**config.mk**
```make
export PLATFORM = sky130hd
export DESIGN_NAME = eth_fcs_seq
export DESIGN_NICKNAME = d
export VERILOG_FILES = /design/src/rtl/eth_crc_pkg.sv /design/src/rtl/crc32_byte_step.sv /design/src/rtl/eth_fcs_seq.sv
export SDC_FILE = /design/constraint.sdc
export NUM_CORES = 1
export LEC_CHECK = 0
export ABC_AREA = 1
export BUFFER_PORTS_ARGS = -buffer_cell sky130_fd_sc_hd__buf_2
export CAP_MARGIN = 20
export CORE_ASPECT_RATIO = 0.6
export CORE_MARGIN = 2
export CORE_UTILIZATION = 65
export DETAILED_ROUTE_END_ITERATION = 16
export PLACE_DENSITY = 0.95
export SLEW_MARGIN = 10
export SYNTH_ARGS = -nofsm -noshare
export SYNTH_HDL_FRONTEND = slang
export SYNTH_SLANG_ARGS = --single-unit
```
**constraint.sdc**
```tcl
create_clock -name clk -period 2.45 [get_ports clk]
set_clock_uncertainty 0.1 [all_clocks]
set_input_delay 0.3675 -clock clk [delete_from_list [all_inputs] [get_ports clk]]
set_output_delay 0.3675 -clock clk [all_outputs]
set_load 0.01 [all_outputs]
```
**src/rtl/eth_crc_pkg.sv**
```systemverilog
// Shared CRC-32 constants, FCS sequencer state type and a byte bit-reversal helper.
package eth_crc_pkg;

    localparam logic [31:0] CRC_POLY_REFL = 32'hEDB88320;
    localparam logic [31:0] CRC_INIT      = 32'hFFFFFFFF;
    // Register value left after running a good frame, FCS included, through the CRC.
    localparam logic [31:0] CRC_RESIDUE   = 32'hDEBB20E3;

    typedef enum logic [2:0] {
        IDLE,
        DATA,
        PAD,
        FCS,
        IFG
    } fcs_state_t;

    // Bit-reverse a byte, for converting between MSB-first and wire-order views.
    function automatic logic [7:0] reflect8(input logic [7:0] b);
        logic [7:0] r;
        for (int i = 0; i < 8; i++) begin
            r[i] = b[7 - i];
        end
        return r;
    endfunction

endpackage

```
**src/rtl/crc32_byte_step.sv**
```systemverilog
// One byte of the reflected CRC-32: eight shift/xor stages, purely combinational.
module crc32_byte_step
    import eth_crc_pkg::*;
(
    input  logic [31:0] crc_in,
    input  logic [7:0]  data_in,
    output logic [31:0] crc_out
);

    // Fold the byte into the low end, then shift one bit per stage (LSB first).
    always_comb begin
        // NOTE: every variable assigned in always_comb gets a value on every path, so no latch is inferred.
        crc_out = crc_in ^ {24'h0, data_in};
        for (int i = 0; i < 8; i++) begin
            crc_out = {1'b0, crc_out[31:1]} ^ (CRC_POLY_REFL & {32{crc_out[0]}});
        end
    end

endmodule

```
**src/rtl/eth_fcs_seq.sv**
```systemverilog
// Transmit FCS sequencer: forwards frame bytes, appends the CRC-32 FCS (LSB byte first),
// then holds off the next frame for the inter-frame gap.
// Build option: define ETH_FCS_PAD_EN to zero-pad short frames to MIN_PAYLOAD before the FCS.
module eth_fcs_seq
    import eth_crc_pkg::*;
#(
    parameter int IFG_CYCLES  = 12,
    parameter int MIN_PAYLOAD = 60,
    parameter int CNT_W       = 16
) (
    input  logic             clk,
    input  logic             rst,
    input  logic [7:0]       s_data,
    input  logic             s_valid,
    input  logic             s_last,
    output logic             s_ready,
    output logic [7:0]       m_data,
    output logic             m_valid,
    output logic             m_last,
    input  logic             m_ready,
    output logic             busy,
    output logic [CNT_W-1:0] frame_cnt
);

    localparam int               IFG_W    = (IFG_CYCLES > 1) ? $clog2(IFG_CYCLES) : 1;
    localparam logic [IFG_W-1:0] IFG_LAST = IFG_W'(IFG_CYCLES - 1);

    if (IFG_CYCLES < 1 || MIN_PAYLOAD < 1) begin : g_param_check
        $error("eth_fcs_seq: IFG_CYCLES and MIN_PAYLOAD must be at least 1");
    end

    fcs_state_t       state_q, state_d;
    logic [31:0]      crc_q, crc_d;
    logic [CNT_W-1:0] byte_cnt_q, byte_cnt_d;
    logic [CNT_W-1:0] frame_cnt_q, frame_cnt_d;
    logic [1:0]       fcs_idx_q, fcs_idx_d;
    logic [IFG_W-1:0] ifg_cnt_q, ifg_cnt_d;
    logic [7:0]       m_data_q, m_data_d;
    logic             m_valid_q, m_valid_d;
    logic             m_last_q, m_last_d;
    logic             busy_q, busy_d;

    logic             slot_free;
    logic             s_accept;
    logic [CNT_W-1:0] cnt_inc;
    logic [CNT_W-1:0] acc_cnt;
    logic [31:0]      fcs_val;
    logic [7:0]       step_byte;
    logic [31:0]      step_crc_in;
    logic [31:0]      step_crc_out;

    // The output register can take a new byte when empty or being drained this cycle.
    assign slot_free = !m_valid_q || m_ready;
    assign s_ready   = !rst && (state_q == IDLE || state_q == DATA) && slot_free;
    assign s_accept  = s_valid && s_ready;
    assign cnt_inc   = (byte_cnt_q == {CNT_W{1'b1}}) ? byte_cnt_q : byte_cnt_q + 1'b1;
    assign acc_cnt   = (state_q == IDLE) ? CNT_W'(1) : cnt_inc;
    assign fcs_val   = ~crc_q;

    // First byte of a frame starts from the init value; crc_q still holds the old frame's CRC.
    assign step_crc_in = (state_q == IDLE) ? CRC_INIT : crc_q;
`ifdef ETH_FCS_PAD_EN
    localparam logic [CNT_W-1:0] MIN_CNT = CNT_W'(MIN_PAYLOAD);
    assign step_byte = (state_q == PAD) ? 8'h00 : s_data;
`else
    assign step_byte = s_data;
`endif

    crc32_byte_step u_crc_step (
        .crc_in  (step_crc_in),
        .data_in (step_byte),
        .crc_out (step_crc_out)
    );

    // Next-state and next-output computation for the sequencer.
    always_comb begin
        state_d     = state_q;
        crc_d       = crc_q;
        byte_cnt_d  = byte_cnt_q;
        frame_cnt_d = frame_cnt_q;
        fcs_idx_d   = fcs_idx_q;
        ifg_cnt_d   = ifg_cnt_q;
        m_data_d    = m_data_q;
        m_valid_d   = m_valid_q;
        m_last_d    = m_last_q;
        busy_d      = busy_q;

        // A byte taken by the serializer empties the register unless refilled below.
        if (m_valid_q && m_ready) begin
            m_valid_d = 1'b0;
            m_last_d  = 1'b0;
        end

        unique case (state_q)
            IDLE, DATA: begin
                if (s_accept) begin
                    crc_d      = step_crc_out;
                    byte_cnt_d = acc_cnt;
                    m_data_d   = s_data;
                    m_valid_d  = 1'b1;
                    busy_d     = 1'b1;
                    if (s_last) begin
`ifdef ETH_FCS_PAD_EN
                        state_d = (acc_cnt < MIN_CNT) ? PAD : FCS;
`else
                        state_d = FCS;
`endif
                    end else begin
                        state_d = DATA;
                    end
                end
            end
`ifdef ETH_FCS_PAD_EN
            PAD: begin
                if (slot_free) begin
                    crc_d      = step_crc_out;
                    byte_cnt_d = cnt_inc;
                    m_data_d   = 8'h00;
                    m_valid_d  = 1'b1;
                    if (cnt_inc == MIN_CNT) begin
                        state_d = FCS;
                    end
                end
            end
`endif
            FCS: begin
                if (m_last_q) begin
                    // Final FCS byte is loaded; the frame ends when it is taken.
                    if (m_ready) begin
                        frame_cnt_d = frame_cnt_q + 1'b1;
                        fcs_idx_d   = 2'd0;
                        ifg_cnt_d   = '0;
                        state_d     = IFG;
                    end
                end else if (slot_free) begin
                    m_data_d  = fcs_val[{fcs_idx_q, 3'b000} +: 8];
                    m_valid_d = 1'b1;
                    m_last_d  = (fcs_idx_q == 2'd3);
                    fcs_idx_d = fcs_idx_q + 2'd1;
                end
            end
            IFG: begin
                if (ifg_cnt_q == IFG_LAST) begin
                    busy_d  = 1'b0;
                    state_d = IDLE;
                end else begin
                    ifg_cnt_d = ifg_cnt_q + 1'b1;
                end
            end
            default: state_d = IDLE;
        endcase
    end

    // State and output registers with synchronous reset; reset also aborts any frame in flight.
    always_ff @(posedge clk) begin
        // NOTE: sequential state uses non-blocking assignments so all flops update from pre-edge values.
        if (rst) begin
            state_q     <= IDLE;
            crc_q       <= CRC_INIT;
            byte_cnt_q  <= '0;
            frame_cnt_q <= '0;
            fcs_idx_q   <= 2'd0;
            ifg_cnt_q   <= '0;
            m_data_q    <= 8'h00;
            m_valid_q   <= 1'b0;
            m_last_q    <= 1'b0;
            busy_q      <= 1'b0;
        end else begin
            state_q     <= state_d;
            crc_q       <= crc_d;
            byte_cnt_q  <= byte_cnt_d;
            frame_cnt_q <= frame_cnt_d;
            fcs_idx_q   <= fcs_idx_d;
            ifg_cnt_q   <= ifg_cnt_d;
            m_data_q    <= m_data_d;
            m_valid_q   <= m_valid_d;
            m_last_q    <= m_last_d;
            busy_q      <= busy_d;
        end
    end

    assign m_data    = m_data_q;
    assign m_valid   = m_valid_q;
    assign m_last    = m_last_q;
    assign busy      = busy_q;
    assign frame_cnt = frame_cnt_q;

endmodule

```
; ---- After elaboration in Yosys (flattened, before gate mapping)
; Index checks and enable logic that the tools add are counted.
[op_classes]
add_sub_neg = 3
n_mul = 0
n_div = 0
n_lt_le_gt_ge = 0
eq_ne = 13
shift = 1
n_mux = 30
bitwise = 10
n_reduce_logical = 21
[ops]
columns = cell, n
row1 = bitwise XOR 31 x 32 -> 32 bit, 8
row2 = 2-to-1 mux 32 bit, 1
row3 = inverter 32 bit, 1
row4 = variable part select 32 x 6 -> 8 bit, 1
row5 = bitwise XOR 32 x 8 -> 32 bit, 1
row6 = 2-to-1 mux 8 bit, 3
row7 = adder 16 x 1 -> 16 bit (second input constant), 1
row8 = != test 2 bit (second input constant), 8
row9 = case mux 8 bit (2 select lines), 1
row10 = 2-to-1 mux 3 bit, 4
row11 = 2-to-1 mux 4 bit, 3
row12 = AND reduction 4 bit, 3
row13 = 2-to-1 mux 1 bit, 10
row14 = case mux 3 bit (3 select lines), 1
row15 = AND reduction 3 bit, 3
row16 = 2-to-1 mux 2 bit, 4
row17 = case mux 4 bit (2 select lines), 1
row18 = nonzero test 2 bit, 4
row19 = adder 4 x 1 -> 4 bit (second input constant), 1
row20 = equality test 4 bit (second input constant), 1
row21 = logical AND 1 bit, 4
row22 = case mux 1 bit (2 select lines), 2
row23 = equality test 3 x 1 -> 1 bit (second input constant), 1
row24 = equality test 3 x 2 -> 1 bit (second input constant), 1
row25 = 8 further kinds, 10
[totals]
regBits = 68
latch_bits = 0
ramBits = 0
mem_bits_ro = 0
output_inout_bits = 28
memories = 0

; ---- Depth between registers and ports, before layout
; Gate-level depths: netlist (run 1).
[depth]
depth_word = 11
mapped_depth = 16

; ---- Modules after synthesis
; Synthesis (run 1) repeated with hierarchy kept, for this count alone.
[unflattened]
cells_unflattened = 735
area_unflattened_um2 = 4742.0
[modules_own_cells]
columns = mod, instances, cells_each, area_per_inst_um2, seq_area_each_um2
row1 = eth_fcs_seq, 1, 533, 3515.9, 1361.3
row2 = crc32_byte_step, 1, 202, 1226.2, 0.0

; ---- Least setup slack after synthesis (run 1)
; OpenSTA, ideal clock, no wires.
[synth_timing]
path_kind = register to register
from = register m_last_q, in the netlist m_last
to = register frame_cnt_q[14], in the netlist frame_cnt[14]
arrival_time_ns = 1.490
required_ns = 2.237
setup_slack_ns = 0.747
path_stages_with_launch = 14
path_cell_list = dfxtp_1 > nand2_1 > nor2_4 > inv_2 > nor2_4 > nand2_1 > inv_2 > nand2_1 > nor2_2 > nand2_1 > nor2_1 > nand2_1 > nand2_1 > nor2_1
[synth_via]
elab_chain_len = 1
[synth_rtl]
columns = item, line
row1 = start: declaration, eth_fcs_seq.sv:40  ; logic m_last_q, m_last_d;
row2 = start signal: assignment, eth_fcs_seq.sv:177  ; m_last_q <= m_last_d;
row3 = AND reduction 3 bit (no line), -
row4 = end signal: assignment, eth_fcs_seq.sv:172  ; frame_cnt_q <= frame_cnt_d;
row5 = end: declaration, eth_fcs_seq.sv:35  ; logic [CNT_W-1:0] frame_cnt_q, frame_cnt_d;
; Every way passes these cells.
; A chain may end at the register's enable or synchronous reset.

; ---- Worst setup path in the final report (run 1)
[layout_timing]
from = register state_q[2]
to = register frame_cnt_q[15], in the netlist frame_cnt[15]
[layout_via]
elab_chain_len = 2
[layout_rtl]
columns = item, line
row1 = start: declaration, eth_fcs_seq.sv:32  ; fcs_state_t state_q, state_d;
row2 = start signal: assignment, eth_fcs_seq.sv:169  ; state_q <= state_d;
row3 = equality test 3 x 2 -> 1 bit, eth_fcs_seq.sv:94  ; unique case (state_q)
row4 = AND reduction 3 bit (no line), -
; Every way passes these cells.

==> impl_metrics.yaml, run 1 <==
run_status:
  status: "finished clean"
pwr:
  p_comb_frac: 0.237
  p_leak_nw: 2.28
  pwr-share-clk: 0.334
  irDropWorstVdd_mv: 0.445
  p_int_mw: 1.90
  swShare: 0.345
  seqPwrFrac: 0.430
  netSwitchingPower_mw: 1.00
  finalPower_mw: 2.90
  power_density_nw_per_um2: 604
sta:
  setup_viol: 0
  max_freq_ghz: 0.448
  whs_ps: 162
  drv_slew: 0
  worst_slack_ps: 218
  hold_viol: 0
  rsz0062_at_grt: "no"
  tightest_slew_ps: 724
  post-route-period-util: 0.911
  final.setup.tns_ps: 0
  slew_headroom: 0.517
  fin_crit_ps: 2230
flow_run:
  drv_cap: 0
placement:
  io_buffers: 40
  place_area_um2: 4590
  placedCellCount: 776
  gp_congestion: 0.997
  place_ws_ps: 146
  dpl.hpwl_um: 9300
setup_path:
  arrival_ps: 2390
  crit_path_max_fanout: 6
  startpoint_type: "flop"
  worst-setup-path-type: "flop to flop"
  required_ps: 2610
  endpoint_kind: "flop"
logic_synthesis:
  synth-xor-area-share: 0.0492
  synth_cell_types: 42
  synth_compound_area_frac: 0.168
  synth-simple-area-share: 0.346
  synth_mux_area_frac: 0.0152
  synth_top_family_by_area: "simple AND/OR/NAND/NOR gates"
  netlist_area_um2: 4370
  yosysSeqAreaShare: 0.311
  yosys_warnings: 0
  syn_nets: 682
  syn_avg_cell_area_um2: 6.56
  synthAdderAreaFrac: 0.00859
  syn_inst: 666
  ys_ff_latch: 68
clock_network:
  htreeDepth: 3
  ctsHoldBuffers: 0
  cts_buffers: 9
  cts_setup_buffers: 0
  root_buffer: "clkbuf_8"
  clkTransAtPathRegs_ps: 80
  cts_tree: "yes"
  cts.sinks: 68
  clock_latency_ps: 370
  cts_buffer_depth: 2
finish:
  final_util: 0.728
  synthToLayoutAreaGrowth_pct: 9.79
  diodes: 0
  drive_above_1_share: 0.177
  fillers: 545
  fin_nets: 716
  finalInstanceArea_um2: 4800
  finalNonFillerCells: 792
route:
  first_pass_iters: 6
  drtAntennaViolNets: 0
  viasPerCell: 5.67
  route.detailed.drc: 0
  drtIter0Drc: 548
  via_count: 4487
  drt-total-wl_um: 12600
  detail_route.wl_per_cell_um: 15.9
die:
  row_count: 23
  start_util: 0.663
  dieArea_um2: 7420
  die_w_um: 110
  fp.dieH_um: 67.5
  coreArea_um2: 6590
  io_pins: 41
global_route:
  grtUsageTotal: 0.350
  grt-ovfl-total: 0
  grt_pass1_wl_um: 19200
  grt_pass1_vias: 3923
  grt_max_degree: 29
  antenna_found_initial: 0
min_path:
  hold_path.class: "input pin to flop"
==> metal layers <==
layer | global-route usage | wire [um] | vias to the layer above
met1 | 0.470 | 5520 | 2010
met3 | 0.141 | 1660 | 23
met2 | 0.510 | 5170 | 240
met5 | 0 | 0 | -
li1 | - | - | 2214
met4 | 0.116 | 212 | 0
==> Yosys cell counts (all sizes together) <==
library cell | count | area (um2)
nor2 | 53 | 236
nor4 | 1 | 6.26
nand3 | 45 | 253
xor2 | 19 | 174
inv | 76 | 288
o21a | 1 | 7.51
a21oi | 38 | 194
mux2i | 1 | 10.0
nand4 | 2 | 12.5
buf | 13 | 106
clkbuf | 13 | 48.8
dfxtp | 68 | 1360
a41oi | 1 | 8.76
or2 | 2 | 15.0
o31ai | 3 | 22.5
o21ai | 72 | 360
nand3b | 2 | 15.0
xnor2 | 3 | 41.3
and3 | 1 | 6.26
o211ai | 7 | 52.6
a31oi | 11 | 68.8
nand2 | 215 | 925
mux2 | 5 | 56.3
nor3 | 9 | 45.0
o211a | 2 | 20.0
ha | 3 | 37.5
==> cell families (layout without fill, tap and decap cells) <==
family	after synthesis	count (layout)
compound gates	135	135
flops	68	68
fa+ha+maj	3	3
buf+inv	102	141
xor+xnor	22	22
simple gates	330	330
mux	6	6
==> sequential cells by signal, indices dropped and copies added (netlist names) <==
| register | flops |
|---|---|
| crc_q | 32 |
| frame_cnt | 16 |
| m_data | 8 |
| ifg_cnt_q | 4 |
| state_q | 3 |
| fcs_idx_q | 2 |
| busy | 1 |
| m_last | 1 |
| m_valid | 1 |
==> worst max-delay path, cell delays in order (launching register included) <==
cell and delay [ps]:
dfxtp_1 320, inv_1 120, nand3_1 160, nor2_4 210
inv_2 140, nor2_1 180, nand3_1 200, nor2_4 210
nand4_1 180, o21ai_0 250, a21oi_1 60
==> cell usage in the layout (no fill, tap or decap), types with 2 or more instances in the layout <==
master / count
nand3b_1: 2
inv_1: 69
dfxtp_1: 68
nand2_1: 184
o31ai_1: 3
nor2_4: 4
nand3_2: 3
nor2_1: 46
nand4_1: 2
ha_1: 3
xor2_1: 18
nor3_1: 9
buf_2: 40
buf_4: 9
mux2_2: 5
nor2_2: 3
clkinv_2: 2
inv_2: 6
nand2_4: 9
nand2_2: 22
o211ai_1: 7
o211a_1: 2
o21ai_1: 5
a21oi_1: 37
o21ai_0: 67
xnor2_2: 2
clkinvlp_4: 2
a31oi_1: 11
nand3_1: 41
clkbuf_8: 10
==> final timing paths <==
kind / from / end / slack, ps / cells past startpoint
max: state_q[2]$_SDFFE_PP0P_ / frame_cnt[15]$_SDFFE_PP0P_ / 220 / 10
min: s_last / state_q[1]$_SDFFE_PP0P_ / 160 / 3
max reg2reg: state_q[2]$_SDFFE_PP0P_ / frame_cnt[15]$_SDFFE_PP0P_ / 220 / 10
min reg2reg: frame_cnt[12]$_SDFFE_PP0P_ / frame_cnt[12]$_SDFFE_PP0P_ / 380 / 2
==> cell type report <==
cell class | instances | area [um2] | share of cell area
Multi-Input combinational cell | 496 | 2570 | 0.536
Sequential cell | 68 | 1360 | 0.284
Inverter | 76 | 288 | 0.0600
Timing Repair Buffer | 49 | 268 | 0.0558
Clock buffer | 10 | 138 | 0.0287
Tap cell | 87 | 109 | 0.0227
Clock inverter | 6 | 63.8 | 0.0133
==> power groups by stage <==
stage | sequential, mW | clock, mW | combinational [mW]
global route | 1.25 | 1.00 | 0.760
detailed placement | 1.27 | 0 | 0.664
CTS | 1.24 | 0.965 | 0.668
floorplan | 1.25 | 0 | 0.507
global placement | 1.26 | 0 | 0.646
finish | 1.25 | 0.967 | 0.686
==> timing repair <==
action                                 4_1_cts  5_1_grt
endpoints found under the hold margin        0        0
gates resized for setup                      0        1
setup endpoints to repair                    0       16
(Power assumes the default switching activity.)
==> inputs of run 2 (changes only) <==
--- a/config.mk
+++ b/config.mk
@@ -16,4 +16,5 @@
 export SLEW_MARGIN = 10
 export SYNTH_ARGS = -nofsm -noshare
 export SYNTH_HDL_FRONTEND = slang
+export SYNTH_HIERARCHICAL = 1
 export SYNTH_SLANG_ARGS = --single-unit
==> run 2 against run 1 <==
Total power is 26% higher. Sequential share of layout area shrank 2.6 points. Non-clock buffer count decreased by 1. Final cell count rose by 8.8%. Sequential cell count unchanged. Worst setup slack got worse by 130 ps. Critical path depth decreased by 3. Via count rose by 9.8%. Worst hold slack gained 73 ps. Register-to-register slack lost 60 ps. Synthesized cell count increased by 10%. Critical endpoint is now s_ready.
==> impl_metrics.yaml, run 2 <==
pwr:
  seqPwrFrac: 0.344
  netSwitchingPower_mw: 1.32
  p_int_mw: 2.34
  p_comb_frac: 0.282
  irDropWorstVdd_mv: 0.415
  p_leak_nw: 2.81
  power_density_nw_per_um2: 694
  pwr-share-clk: 0.374
  swShare: 0.361
clock_network:
  cts_buffers: 9
  clock_latency_ps: 350
  cts_buffer_depth: 2
  cts_tree: "yes"
  root_buffer: "clkbuf_16"
  cts.sinks: 68
  htreeDepth: 3
  clkTransAtPathRegs_ps: 60
  cts_setup_buffers: 0
  ctsHoldBuffers: 0
sta:
  whs_ps: 235
  tightest_slew_ps: 764
  setup_viol: 0
  drv_slew: 0
  post-route-period-util: 0.963
  slew_headroom: 0.490
  worst_slack_ps: 91.4
  max_freq_ghz: 0.424
  fin_crit_ps: 2360
  hold_viol: 0
  rsz0062_at_grt: "no"
  final.setup.tns_ps: 0
die:
  io_pins: 41
  start_util: 0.661
  row_count: 24
  die_w_um: 114
  dieArea_um2: 8020
  fp.dieH_um: 70.2
  coreArea_um2: 7180
finish:
  largest_reg_flops: 32
  layout_common_cells: "nand2_1, inv_1, nand3_1"
  top_register: "crc_q"
  final_common_cell: "nand2_1"
  fin_nets: 782
  finalInstanceArea_um2: 5280
  diodes: 0
  synthToLayoutAreaGrowth_pct: 11.4
  drive_above_1_share: 0.165
route:
  viasPerCell: 5.71
  first_pass_iters: 6
  route.detailed.drc: 0
  drtAntennaViolNets: 0
  detail_route.wl_per_cell_um: 16.1
  drtIter0Drc: 642
  via_count: 4926
  drt-total-wl_um: 13900
global_route:
  grt_max_degree: 58
  grt_pass1_vias: 4617
  grt_pass1_wl_um: 22100
  grt-ovfl-total: 0
  antenna_found_initial: 0
  grtUsageTotal: 0.356
logic_synthesis:
  synth-xor-area-share: 0.0982
  async_reset_ff_frac: 0
  synth_edf_count: 0
  synthTopCellsByArea: "dfxtp_1, nand2_1, nand3_1"
  synth_compound_area_frac: 0.0747
  yosysSeqAreaShare: 0.287
  netlist_area_um2: 4740
  ys_ff_latch: 68
  syn_avg_cell_area_um2: 6.45
  synth_top_family_by_area: "simple AND/OR/NAND/NOR gates"
  syn_inst: 735
  synth_top_area_cell: "dfxtp_1"
  synth_cell_types: 39
  synthAdderAreaFrac: 0.00792
  yosys_warnings: 6
  syn_nets: 751
  synth_mux_area_frac: 0
  synth_ff_type: "dfxtp_1"
  yosysMostFrequentCell: "nand2_1"
  synthTopCellsByCount: "nand2_1, inv_1, nand3_1"
  yosys.area.top_type_share: 0.287
  synth-simple-area-share: 0.421
flow_run:
  drv_cap: 0
setup_path:
  crit_chain: "nor2_4 -> nand2_4 -> buf_4 -> o21ai_2 -> inv_2 -> nor2_4 -> buf_2"
  arrival_ps: 1890
  cp_common_cell: "nor2_4"
  critPathMaxStageDelay_ps: 360
  path_buf_inv: 3
  r2r_slack_ps: 160
  critPathTopFamily: "simple AND/OR/NAND/NOR gates"
  crit_path_max_fanout: 12
  rr_worst_depth: 14
  startpoint_type: "flop"
  critical-path-slowest-cell: "dfxtp_1"
  r2r_end: "crc_q[22]$_SDFFE_PP1P_"
  worstReg2RegStart: "state_q[0]$_SDFFE_PP0P_"
  endpoint_kind: "primary output"
  worst-setup-path-type: "flop to primary output"
  required_ps: 1980
min_path:
  min_to: "state_q[1]$_SDFFE_PP0P_"
  worstHoldStart: "s_last"
  hold_path.class: "input pin to flop"
  holdPathStages: 4
run_status:
  status: "finished clean"
placement:
  place_area_um2: 4960
  io_buffers: 40
  place_ws_ps: 30.2
  dpl.hpwl_um: 9640
  gp_congestion: 0.952
## run 2: metal layers
layer	up-vias	GRT usage	share of wire	wire [um]
li1	2338	-	-	-
met1	2235	0.472	0.42	5850
met3	33	0.0903	0.12	1730
met2	320	0.560	0.44	6060
met5	-	0	0	0
met4	0	0.134	0.019	264
## run 2: kinds of logic after synthesis
group,Yosys count
buffers and inverters,127
adder cells (fa/ha/maj),3
AND/OR/NAND/NOR,431
XOR/XNOR,48
flip-flops,68
AO/OA/AOI/OAI,58
## run 2: power by group through the flow
stage,sequential (mW),combinational (mW),clock [mW]
2_1_floorplan,1.28,0.754,0
3_3_place_gp,1.28,0.933,0
3_5_place_dp,1.28,0.975,0
4_1_cts,1.26,0.991,1.37
5_1_grt,1.27,1.13,1.41
6_report,1.26,1.03,1.37
## run 2: area by class of cell
class | instances | area (um2)
clock buffers | 9 | 225
flip-flops and latches | 68 | 1360
multi-input cells | 541 | 2870
inverters | 98 | 370
repair buffers | 48 | 260
well taps | 91 | 114
clock inverters | 7 | 80.1
fillers | 573 | 1890
## run 2: what timing repair did
action	CTS	global route
cloned	0	1
resized for setup	1	3
setup endpoints to repair	1	8
pin swaps	0	1
## run 2: how the worst max path moves through the flow
stage	to	from	cells past startpoint	slack, ps
floorplan	crc_q[19]$_SDFFE_PP1P_	state_q[0]$_SDFFE_PP0P_	15	350
finish	s_ready	state_q[0]$_SDFFE_PP0P_	7	90
detailed placement	crc_q[20]$_SDFFE_PP1P_	state_q[1]$_SDFFE_PP0P_	14	30
global route	s_ready	state_q[0]$_SDFFE_PP0P_	7	30
CTS	s_ready	state_q[0]$_SDFFE_PP0P_	7	80
global placement	crc_q[20]$_SDFFE_PP1P_	state_q[0]$_SDFFE_PP0P_	14	190
## run 2: worst reg2reg max path, stage by stage (launching register included)
cell and delay (ps):
dfxtp_1 360, nor2_4 230, nand2_4 160, nand2_1 150
inv_1 80, nand2_1 110, nand2_2 120, nand2_1 150
nand2_4 110, xnor2_1 220, inv_1 60, nand2_1 60
nand2_1 80, nand3_1 100, nand3_1 60
## run 2: stage by stage
stage / instances / power (mW) / util
after floorplan: 735 / 2.03 / -
after global placement: 845 / 2.21 / 0.691
after detailed placement: 845 / 2.26 / 0.691
after CTS: 861 / 3.62 / 0.734
after global routing: 862 / 3.81 / 0.736
final: 862 / 3.67 / 0.736
